$ cat src/rtl/tq_ram_sp_clr.sv
// Single-port RAM with per-lane write mask and a sequential clear engine.
// Each mask lane is its own storage slice; the top owns the clear FSM and access decode.

module tq_ram_sp_clr_lane #(
  parameter int LANE_WIDTH = 8,
  parameter int ADDR_WIDTH = 5
) (
  input  logic                  clk,
  input  logic                  rst_n,
  input  logic                  we,
  input  logic                  rd_en,
  input  logic [ADDR_WIDTH-1:0] addr,
  input  logic [LANE_WIDTH-1:0] wdata,
  output logic [LANE_WIDTH-1:0] rdata
);
  localparam int DEPTH = 1 << ADDR_WIDTH;

  // Storage has no reset; it is only zeroed by the clear sequence.
  logic [LANE_WIDTH-1:0] mem [DEPTH];

  always_ff @(posedge clk) begin
    if (we) mem[addr] <= wdata;
  end

  always_ff @(posedge clk or negedge rst_n) begin
    if (!rst_n)     rdata <= '0;
    else if (rd_en) rdata <= mem[addr];
  end
endmodule

module tq_ram_sp_clr #(
  parameter int WORD_WIDTH = 16,
  parameter int ADDR_WIDTH = 5,
  parameter int LANE_WIDTH = 8,
  parameter int AUTO_CLR   = 1
) (
  input  logic                             clk,
  input  logic                             rst_n,
  input  logic                             cen_i,
  input  logic                             wen_i,
  input  logic [WORD_WIDTH/LANE_WIDTH-1:0] mask_i,
  input  logic [ADDR_WIDTH-1:0]            addr_i,
  input  logic [WORD_WIDTH-1:0]            data_i,
  input  logic                             clr_i,
  output logic [WORD_WIDTH-1:0]            data_o,
  output logic                             busy_o
);
  localparam int NLANE = WORD_WIDTH / LANE_WIDTH;
  localparam logic [ADDR_WIDTH-1:0] LAST = ADDR_WIDTH'((1 << ADDR_WIDTH) - 1);

  typedef enum logic {IDLE, CLEAR} state_t;

  state_t                  state;
  logic [ADDR_WIDTH-1:0]   cnt;
  logic                    init_pend;

  // init_pend makes the first edge after reset behave like a clr_i pulse.
  always_ff @(posedge clk or negedge rst_n) begin
    if (!rst_n) begin
      state     <= IDLE;
      cnt       <= '0;
      busy_o    <= 1'b0;
      init_pend <= (AUTO_CLR != 0);
    end else begin
      case (state)
        IDLE: begin
          if (clr_i || init_pend) begin
            state     <= CLEAR;
            cnt       <= '0;
            busy_o    <= 1'b1;
            init_pend <= 1'b0;
          end
        end
        CLEAR: begin
          if (cnt == LAST) begin
            state  <= IDLE;
            cnt    <= '0;
            busy_o <= 1'b0;
          end else begin
            cnt <= cnt + 1'b1;
          end
        end
        default: state <= IDLE;
      endcase
    end
  end

  logic                  clearing;
  logic                  acc, rd_en, wr_en;
  logic [NLANE-1:0]      lane_we;
  logic [ADDR_WIDTH-1:0] mem_addr;
  logic [WORD_WIDTH-1:0] mem_wdata;

  assign clearing  = (state == CLEAR);
  assign acc       = ~cen_i & ~clearing;
  assign rd_en     = acc & wen_i;
  assign wr_en     = acc & ~wen_i;
  assign lane_we   = clearing ? {NLANE{1'b1}} : ({NLANE{wr_en}} & ~mask_i);
  assign mem_addr  = clearing ? cnt : addr_i;
  assign mem_wdata = clearing ? '0 : data_i;

  for (genvar k = 0; k < NLANE; k++) begin : g_lane
    tq_ram_sp_clr_lane #(
      .LANE_WIDTH(LANE_WIDTH),
      .ADDR_WIDTH(ADDR_WIDTH)
    ) u_lane (
      .clk  (clk),
      .rst_n(rst_n),
      .we   (lane_we[k]),
      .rd_en(rd_en),
      .addr (mem_addr),
      .wdata(mem_wdata[k*LANE_WIDTH +: LANE_WIDTH]),
      .rdata(data_o[k*LANE_WIDTH +: LANE_WIDTH])
    );
  end
endmodule

$ cat config.mk
export PLATFORM = sky130hd
export DESIGN_NAME = tq_ram_sp_clr
export DESIGN_NICKNAME = d
export VERILOG_FILES = /design/src/rtl/tq_ram_sp_clr.sv
export SDC_FILE = /design/constraint.sdc
export NUM_CORES = 1
export LEC_CHECK = 0
export CORE_ASPECT_RATIO = 0.6
export CORE_MARGIN = 1.5
export CORE_UTILIZATION = 45
export CTS_CLUSTER_DIAMETER = 100
export CTS_CLUSTER_SIZE = 16
export DETAILED_ROUTE_END_ITERATION = 8
export GPL_TIMING_DRIVEN = 0
export PLACE_DENSITY_LB_ADDON = 0.12
export RECOVER_POWER = 50
export SLEW_MARGIN = 20
export SYNTH_ARGS = -nofsm -noshare
export SYNTH_HDL_FRONTEND = slang
export SYNTH_SLANG_ARGS = --single-unit
$ cat constraint.sdc
create_clock -name clk -period 7.35 [get_ports clk]
set_input_delay 1.47 -clock clk [delete_from_list [all_inputs] [get_ports clk]]
set_output_delay 1.47 -clock clk [all_outputs]
set_load 0.05 [all_outputs]
==> metrics.cfg <==
[outcome]
outcome = complete, but fails checks
violations = max-capacitance violations, max-slew violations

[sta]
hold_viol_final = 0
fmax_mhz = 196.0
rsz0062_at_grt = no
finalSetupViolCount = 0
skew_ps = 32.05
fin_crit_sh_pct = 69.41
setup-tns-final_ps = 0
slew_violations = 409
slew_headroom_pct = -79.35
worst_slew_pin_slew_ps = 2685
layout_setup_ws_ps = 2248
fin_crit_ps = 5102

[synth]
netlist_area_um2 = 21070
yosys-top-cells-area = edfxtp_1 (73%), mux2i_1 (6.2%), mux4_2 (4.9%)
syn_nets = 1234
avgSynthCellArea_um2 = 17.50
syn_inst = 1204
seq_area_frac_synth_pct = 75.84
yosysWarningCount = 0
yosysTopAreaCell = edfxtp_1
ys_ff_latch = 536
synth_edf_count = 512
synthDistinctLibCells = 52
async_flop_share_pct = 4.478
synth_ff_type = edfxtp_1
synth_top_area_share_pct = 72.99

[grt]
grt_pass1_wl_mm = 90.73
track_usage_pct = 27.96
grt_pass1_vias = 11150
overflow = 0
antenna_found_initial = 0
grt_max_degree = 33

[finish]
final_layout_size_suffix_gt1_share_pct = 11.02
antenna_cells = 0
layout_common_cells = edfxtp_1 (512), mux2i_1 (130), nor2_1 (88), nand2_1 (79), clkbuf_1 (71)
fin_cells = 1964
fin_util_pct = 50.84
nets = 1334
nFillCells = 3892
mostFrequentLayoutCell = edfxtp_1
syn_to_final_growth_pct = 11.62

[floorplanning]
ios = 45
rows = 61
initial_core_util_pct = 45.54
placeableCoreArea_um2 = 46250
die_h_um = 170.6
die-area_um2 = 48160
dieWidth_um = 282.3

[setup_path]
critPathMaxFanout = 10
cp-startpoint = addr_i[0]
arrival_ps = 5300
cp-start-kind = input port
r2r-start = clearing$_DFF_PN0_
endpoint_kind = flip-flop
crit_required_ps = 7540
path_class = input port to flip-flop

[run]
cap_violations = 14

[power]
ir_worst_vdd_v = 0.0001806
powerDensity_nw_per_um2 = 412.0
p_leak_nw = 7.832

[hold_path]
hold_path_class = flip-flop to flip-flop
min_from = g_lane[0].u_lane.rdata[5]$_DFFE_PN0P_

[placed_design]
gp_congestion = 0.9180
place_inst = 1893
place_ws_ps = 1682
port_buffers = 43
hpwl_mm = 45.64

[clock_tree]
cts_tree = yes
cts_resized = 0
cts_root_buf = clkbuf_16
postCtsHoldBufs = 0
h-tree-depth = 2
cts_setup_buffers = 0
clkLatencyLatePin_ps = 580
clkSinkCount = 536
numCtsBuffers = 39
path_clk_slew_ps = 80
cts_buffer_depth = 3

[route]
wire_per_inst_um = 33.82
first_pass_iters = 6
vias_per_cell = 6.263
drt_iter0_drc = 2159
antenna_left = 0
drc = 0
num_vias = 12300
wirelength_mm = 66.42

==> metal layers <==
layer	vias up	wire [um]	GRT usage, %
li1	5001	-	-
met1	6409	30860	46.65
met2	814	25070	34.46
met3	77	9380	9.491
met4	0	1108	4.999
met5	-	0	0
==> final timing paths <==
check	to	slack, ps	cells after the start
worst max-delay path	g_lane[1].u_lane.mem[23][7]$_DFFE_PP_	2250	7
worst min-delay path	g_lane[0].u_lane.rdata[5]$_DFFE_PN0P_	480	1
worst max register to register	g_lane[0].u_lane.mem[22][6]$_DFFE_PP_	2890	7
worst min register to register	g_lane[0].u_lane.rdata[5]$_DFFE_PN0P_	480	1
max in group asynchronous	g_lane[0].u_lane.rdata[2]$_DFFE_PN0P_	4720	2
min in group asynchronous	g_lane[1].u_lane.rdata[4]$_DFFE_PN0P_	970	1
==> cell families after synthesis <==
group	after synthesis	synth area share, %
muxes	182	11.59
xor gates and xnor gates	2	0.08317
buffers and inverters	66	1.651
and+or+nand+nor	241	5.286
AOI/OAI and AO/OA	175	5.423
adders and majority gates	2	0.1188
DFF	536	75.84
==> critical path: stages <==
cell and delay (ps):
clkdlybuf4s50_1 570, mux2_4 220, buf_2 520, buf_2 580
buf_2 400, nand3_1 520, nor2_1 970
==> cell type report <==
class	count	area (um^2)	area share (%)
well taps	630	788.3	3.352
clock inverters	3	33.78	0.1437
plain buffers	65	334.1	1.421
flip-flops and latches	536	15980	67.95
repair buffers	59	484.2	2.059
multi-input cells	602	4786	20.35
clock buffers	68	1106	4.704
inverters	1	3.754	0.01596
==> power by group <==
group	leakage (nW)	total [W]	internal (W)	switching (W)
clock network	0.542	0.00209	0.00103	0.00106
registers	5.05	0.00400	0.00387	0.000132
logic	2.24	0.00360	0.00103	0.00256
total	7.83	0.00969	0.00593	0.00375
==> registers in the layout, summed over array words and instances (netlist names) <==
name                 flops
g_lane.u_lane.mem      512
cnt                      5
busy_o                   1
clearing                 1
g_lane.u_lane.rdata     16
init_pend                1
==> synthesized netlist by cell type (all sizes together), types with 11 or more instances <==
library cell and instances:
dfrtp 23, nand2 79, edfxtp 512, o22ai 54, nor2 88, a31oi 16, mux2i 130, clkbuf 23
nor2b 24, mux4 48, o32ai 11, o21ai 21, buf 42, nor4 19, a21oi 37, a22oi 14
==> metrics by stage <==
| step | cell area, um^2 | power (W) | hold WS [ps] |
|---|---|---|---|
| after floorplan | 21070 | 0.006008 | 506.6 |
| after global placement | 22280 | 0.007518 | 461.2 |
| after detailed placement | 22750 | 0.007600 | 469.0 |
| after CTS | 23890 | 0.009640 | 484.9 |
| after global routing | 23510 | 0.009935 | 492.9 |
| final | 23510 | 0.009686 | 481.4 |
Note: power is estimated with default switching activity, not from simulation.
